==> src/rtl/ttt_pkg.sv <==
// Shared tic-tac-toe definitions: cell and winner codes, sequencer states,
// the win-line table and small board helpers used by turn_sequencer.
package ttt_pkg;

  localparam int NUM_CELLS = 9;
  localparam int BOARD_W   = 2 * NUM_CELLS;

  localparam logic [1:0] EMPTY  = 2'b00;
  localparam logic [1:0] MARK_X = 2'b01;
  localparam logic [1:0] MARK_O = 2'b10;

  localparam logic [1:0] WIN_NONE = 2'b00;
  localparam logic [1:0] WIN_X    = 2'b01;
  localparam logic [1:0] WIN_O    = 2'b10;
  localparam logic [1:0] WIN_DRAW = 2'b11;

  typedef enum logic [1:0] {
    IDLE,
    TURN,
    CHECK,
    OVER
  } state_t;

  // Three rows, three columns, two diagonals; each entry is a cell-index triplet.
  localparam logic [7:0][2:0][3:0] WIN_LINES = {
    4'd0, 4'd1, 4'd2,
    4'd3, 4'd4, 4'd5,
    4'd6, 4'd7, 4'd8,
    4'd0, 4'd3, 4'd6,
    4'd1, 4'd4, 4'd7,
    4'd2, 4'd5, 4'd8,
    4'd0, 4'd4, 4'd8,
    4'd2, 4'd4, 4'd6
  };

  function automatic logic has_line(input logic [BOARD_W-1:0] b, input logic [1:0] m);
    logic found;
    found = 1'b0;
    for (int l = 0; l < 8; l++) begin
      if ((b[2*WIN_LINES[l][0] +: 2] == m) &&
          (b[2*WIN_LINES[l][1] +: 2] == m) &&
          (b[2*WIN_LINES[l][2] +: 2] == m)) begin
        found = 1'b1;
      end
    end
    return found;
  endfunction

  function automatic logic board_full(input logic [BOARD_W-1:0] b);
    logic full;
    full = 1'b1;
    for (int k = 0; k < NUM_CELLS; k++) begin
      if (b[2*k +: 2] == EMPTY) begin
        full = 1'b0;
      end
    end
    return full;
  endfunction

  // Out-of-range indices are never free, which also keeps the slice in bounds.
  function automatic logic cell_free(input logic [BOARD_W-1:0] b, input logic [3:0] c);
    logic free;
    free = 1'b0;
    if (c < 4'(NUM_CELLS)) begin
      free = (b[2*c +: 2] == EMPTY);
    end
    return free;
  endfunction

endpackage

==> src/rtl/turn_tick_gen.sv <==
// Turn timer: prescaler producing one tick per TICK_DIV cycles plus a down-counter
// of ticks left in the turn. Built only when TURN_TIMEOUT_EN is defined.
`ifdef TURN_TIMEOUT_EN
module turn_tick_gen #(
  parameter int TICK_DIV   = 100000000,
  parameter int TURN_TICKS = 10
) (
  input  logic       clk,
  input  logic       rst,
  input  logic       run,
  input  logic       reload,
  output logic [7:0] time_left,
  output logic       expire
);

  localparam int             PW   = $clog2(TICK_DIV);
  localparam logic [PW-1:0]  TERM = PW'(TICK_DIV - 1);

  logic [PW-1:0] presc_q, presc_d;
  logic [7:0]    time_q, time_d;
  logic          tick;

  assign tick      = run && (presc_q == TERM);
  assign expire    = tick && (time_q == 8'd1);
  assign time_left = time_q;

  // Reload beats counting so a forfeited turn restarts from a clean prescaler.
  always_comb begin
    presc_d = presc_q;
    time_d  = time_q;
    if (reload) begin
      presc_d = '0;
      time_d  = 8'(TURN_TICKS);
    end else if (run) begin
      presc_d = tick ? '0 : presc_q + 1'b1;
      if (tick) begin
        time_d = time_q - 8'd1;
      end
    end
  end

  always_ff @(posedge clk or posedge rst) begin
    if (rst) begin
      presc_q <= '0;
      time_q  <= '0;
    end else begin
      presc_q <= presc_d;
      time_q  <= time_d;
    end
  end

endmodule
`endif

==> src/rtl/turn_sequencer.sv <==
// Two-player tic-tac-toe sequencer: owns the board, arbitrates moves, detects win/draw.
// Optional turn timer is enabled by defining TURN_TIMEOUT_EN.
module turn_sequencer
  import ttt_pkg::*;
#(
  parameter int TICK_DIV   = 100000000,
  parameter int TURN_TICKS = 10
) (
  input  logic         clk,
  input  logic         rst,
  input  logic         new_game,
  input  logic [1:0]   req,
  input  logic [3:0]   cell0,
  input  logic [3:0]   cell1,
  output logic [1:0]   ack,
  output logic [1:0]   nack,
  output logic [17:0]  board,
  output logic         turn,
  output logic [1:0]   winner,
  output logic         game_over,
  output logic [7:0]   time_left,
  output logic         timeout
);

  state_t              state_q, state_d;
  logic [BOARD_W-1:0]  board_q, board_d;
  logic                turn_q, turn_d;
  logic [1:0]          winner_q, winner_d;
  logic [1:0]          ack_q, ack_d;
  logic [1:0]          nack_q, nack_d;
  logic                timeout_q, timeout_d;

  logic [1:0]          legal;
  logic [3:0]          curCell;
  logic                accept;
  logic                expire;
  logic                reloadTimer;

  assign legal[0] = cell_free(board_q, cell0);
  assign legal[1] = cell_free(board_q, cell1);
  assign curCell  = turn_q ? cell1 : cell0;
  assign accept   = (state_q == TURN) && req[turn_q] && legal[turn_q];

  // new_game overrides everything; otherwise each player's request is answered
  // independently and the state machine advances.
  always_comb begin
    state_d     = state_q;
    board_d     = board_q;
    turn_d      = turn_q;
    winner_d    = winner_q;
    ack_d       = 2'b00;
    nack_d      = 2'b00;
    timeout_d   = 1'b0;
    reloadTimer = 1'b0;

    if (new_game) begin
      board_d     = '0;
      turn_d      = 1'b0;
      winner_d    = WIN_NONE;
      state_d     = TURN;
      reloadTimer = 1'b1;
    end else begin
      for (int p = 0; p < 2; p++) begin
        if (req[p]) begin
          if ((state_q == TURN) && (turn_q == 1'(p)) && legal[p]) begin
            ack_d[p] = 1'b1;
          end else begin
            nack_d[p] = 1'b1;
          end
        end
      end

      unique case (state_q)
        IDLE: ;
        TURN: begin
          if (accept) begin
            board_d[2*curCell +: 2] = turn_q ? MARK_O : MARK_X;
            state_d = CHECK;
          end else if (expire) begin
            timeout_d   = 1'b1;
            turn_d      = ~turn_q;
            reloadTimer = 1'b1;
          end
        end
        CHECK: begin
          if (has_line(board_q, MARK_X)) begin
            winner_d = WIN_X;
            state_d  = OVER;
          end else if (has_line(board_q, MARK_O)) begin
            winner_d = WIN_O;
            state_d  = OVER;
          end else if (board_full(board_q)) begin
            winner_d = WIN_DRAW;
            state_d  = OVER;
          end else begin
            turn_d      = ~turn_q;
            reloadTimer = 1'b1;
            state_d     = TURN;
          end
        end
        OVER: ;
        default: state_d = IDLE;
      endcase
    end
  end

  always_ff @(posedge clk or posedge rst) begin
    if (rst) begin
      state_q   <= IDLE;
      board_q   <= '0;
      turn_q    <= 1'b0;
      winner_q  <= WIN_NONE;
      ack_q     <= 2'b00;
      nack_q    <= 2'b00;
      timeout_q <= 1'b0;
    end else begin
      state_q   <= state_d;
      board_q   <= board_d;
      turn_q    <= turn_d;
      winner_q  <= winner_d;
      ack_q     <= ack_d;
      nack_q    <= nack_d;
      timeout_q <= timeout_d;
    end
  end

`ifdef TURN_TIMEOUT_EN
  // An accepted move freezes the timer, so a move on the expiring tick wins.
  logic runTimer;
  assign runTimer = (state_q == TURN) && !new_game && !accept;

  turn_tick_gen #(
    .TICK_DIV   (TICK_DIV),
    .TURN_TICKS (TURN_TICKS)
  ) u_tick (
    .clk       (clk),
    .rst       (rst),
    .run       (runTimer),
    .reload    (reloadTimer),
    .time_left (time_left),
    .expire    (expire)
  );
`else
  logic unusedCfg;
  assign expire    = 1'b0;
  assign time_left = '0;
  assign unusedCfg = reloadTimer ^ (TICK_DIV > 1) ^ (TURN_TICKS > 0);
`endif

  assign ack       = ack_q;
  assign nack      = nack_q;
  assign board     = board_q;
  assign turn      = turn_q;
  assign winner    = winner_q;
  assign game_over = (state_q == OVER);
  assign timeout   = timeout_q;

endmodule

==> config.mk <==
export PLATFORM = sky130hd
export DESIGN_NAME = turn_sequencer
export DESIGN_NICKNAME = d
export VERILOG_FILES = /design/src/rtl/ttt_pkg.sv /design/src/rtl/turn_tick_gen.sv /design/src/rtl/turn_sequencer.sv
export SDC_FILE = /design/constraint.sdc
export NUM_CORES = 1
export LEC_CHECK = 0
export ABC_AREA = 1
export CORE_ASPECT_RATIO = 0.75
export CORE_MARGIN = 2
export CORE_UTILIZATION = 55
export CTS_CLUSTER_SIZE = 10
export DETAILED_ROUTE_END_ITERATION = 10
export PLACE_DENSITY = 0.85
export SLEW_MARGIN = 20
export SYNTH_ARGS = -nofsm -noshare
export SYNTH_HDL_FRONTEND = slang
export SYNTH_SLANG_ARGS = --single-unit
==> constraint.sdc <==
create_clock -name clk -period 5.8 [get_ports clk]
set_input_delay 1.16 -clock clk [delete_from_list [all_inputs] [get_ports clk]]
set_output_delay 1.16 -clock clk [all_outputs]
set_load 0.01 [all_outputs]
==> summary.md <==
| Metric | Value |
|---|---|
| Global-route wire length before repair | 11030 um |
| Die ar. | 4833 sq um |
| Commonest non-fill, non-tap cell in the layout | nand2_1 |
| DRC violations left | 0 |
| Fin crit share | 59.37% |
| WP data required | 6.01 ns |
| Critical path endpoint category | flop |
| Routability Congestion | 0.9910 |
| Hold Violations, Final | 0 |
| Synth area leaders | dfrtp_1, nand2_1, nand3_1 |
| Root buf cell | clkbuf_8 |
| Drt pass-1 iters | 5 |
| Outcome | completed |
| Detailed Place HPWL | 5321 um |
| Worst slew pin tran | 0.9704 ns |
| Critical path type | in -> reg |
| Vias per inst | 5.603 |
| Arrival time at the worst endpoint | 3.65 ns |
| Num ports | 48 |
| Post-CTS setup buffer count | 0 |
| IO buf count | 38 |
| Finished Core Util | 68.10% |
| Area Growth Syn to Fin | 17.77% |
| Setup slack, reg-to-reg | 2.94 ns |
| Total Neg Setup Slack | 0 ns |
| Layout cells sized above 1 | 9.314% |
| Relative slew slack | 35.24% |
| Cell Pwr Density | 154.3 nW/um^2 |
| Largest fanout on the critical path | 10 |
| Nets@finish | 424 |
| Final std cells w/o fill | 463 |
| CTS tree | built |
| Mean Syn Cell Area | 6.306 sq um |
| All-Layer GR Usage | 30.04% |
| Core Region | 4079 sq um |
| Num CTS Buffers | 3 |
| Vias | 2594 |
| Cell count after placement | 459 |
| Fmax | 0.2904 GHz |
| Seq cells post-synth | 27 |
| CTS max path bufs | 2 |
| Cell count after synthesis | 374 |
| Antenna violations before repair | 0 |
| Final Max Tran Viols | 0 |
| Total global routing overflow | 0 |
| Post-synth top area cell | dfrtp_1 |
| Type of the worst min-delay path | reg -> reg |
| Horiz. Die Dim | 79.62 um |
| RSZ-0062 raised after global routing | no |
| Crit path time final | 3.443 ns |
| Clock skew | 0.01842 ns |
| Rows | 20 |
| Vias in the first global route | 2307 |
| CTS Sinks | 27 |
| Average wire per standard cell | 14.67 um |
| Post-cts resize count | 0 |
| Final ANT Viol Nets | 0 |
| Post-synthesis instance area | 2359 sq um |
| Worst r2r path cells | 14 |
| Startpoint types | input port |
| Worst Hold Path Cells | 2 |
| Hold Slack | 0.5190 ns |
| Seq/Total Area, Yosys | 28.65% |
| DR iter-0 viols | 223 |
| Clock Pin Slew Worst Setup and Hold Paths | 0.10 ns |
| Leakage Power | 1.311 nW |
| Worst skew pair latency | 0.29 ns |
| Synth Warn # | 0 |
| Commonest non-fill, non-tap cells in the layout | nand2_1, nand3_1, inv_1, nor2_1, clkdlybuf4s50_1 |
| Yosys top cell area share | 28.65% |
| Final WL | 6794 um |
| Max cap viols | 0 |
| Peak VDD IR | 0.1038 mV |
| Setup-failing EPs final | 0 |
| Initial Utilization | 57.82% |
| ANT cells | 0 |
| Unique masters post-synth | 31 |
| H-tree levels | 1 |
| Final WS setup | 2.357 ns |
| Cts hold-fix bufs | 0 |
| DP Worst Slack | 2.138 ns |
| Largest net degree at the start of global routing | 34 |
| Die H | 60.71 um |
-- flip-flops by register name (all words and copies together) (netlist names) --
register,cells
board,18
winner,2
nack,2
ack,2
turn,1
state_q,2
-- synthesized netlist by cell type, drive strengths merged --
library cell	instances
a21oi	3
a31oi	3
buf	12
clkbuf	4
clkinv	2
conb	1
dfrtp	27
ha	2
inv	55
nand2	100
nand3	67
nand3b	2
nand4	18
nor2	48
nor3	8
nor3b	1
nor4	5
o21ai	15
o31ai	1
-- cell type report --
class                      count  area [sq um]
clock buffer                   3         41.29
tap                           55         68.82
fill                         363          1301
multi-input combinational    282          1393
sequential                    27         675.6
timing repair buffer          38         380.4
clock inverter                 1         5.005
inverter                      57         214.0
-- routing by layer --
metal / track usage (%) / share of wire [%] / vias up
met1: 44.22 / 47 / 1173
met5: 0 / 0 / -
met4: 9.113 / 1.8 / 0
met2: 45.26 / 42 / 128
met3: 5.655 / 9.0 / 15
li1: - / - / 1278
-- final timing paths --
path / startpoint / to
max reg2reg: turn$_DFFE_PP0P_ / board[1]$_DFFE_PP0P_
min in group asynchronous: rst / board[15]$_DFFE_PP0P_
min reg2reg: winner[1]$_DFFE_PP0P_ / winner[1]$_DFFE_PP0P_
max in group asynchronous: rst / board[10]$_DFFE_PP0P_
max: cell1[0] / board[1]$_DFFE_PP0P_
min: winner[1]$_DFFE_PP0P_ / winner[1]$_DFFE_PP0P_
-- power by group --
group	switching, mW	leakage, nW	internal [mW]	total (mW)
sequential	0.00437	0.367	0.193	0.198
clock	0.0602	0.0255	0.0483	0.109
combinational	0.0846	0.918	0.0377	0.122
-- kinds of logic after synthesis --
kind of cell	synth area share (%)
simple gates	51.62
other cells	0.1590
flops	28.65
buf+inv	13.58
fa+ha+maj	1.061
compound gates	4.934
-- stage by stage --
stage	cell area [sq um]	power, mW
6_report	2778	0.4285
5_1_grt	2778	0.4528
4_1_cts	2778	0.4266
3_5_place_dp	2731	0.3207
3_3_place_gp	2731	0.3199
2_1_floorplan	2389	0.2858
-- worst max-delay path, cell delays in order --
cell,delay [ns]
clkdlybuf4s50_1,0.59
nand2_1,0.16
nand2_4,0.16
inv_2,0.08
ha_1,0.43
inv_1,0.27
nand2_1,0.08
nor2_1,0.09
nand2_1,0.08
nor2_2,0.16
nand3_2,0.11
nor3_2,0.11
nand3_1,0.10
nand2_1,0.07
No activity file was read; power rests on OpenSTA's default activity.
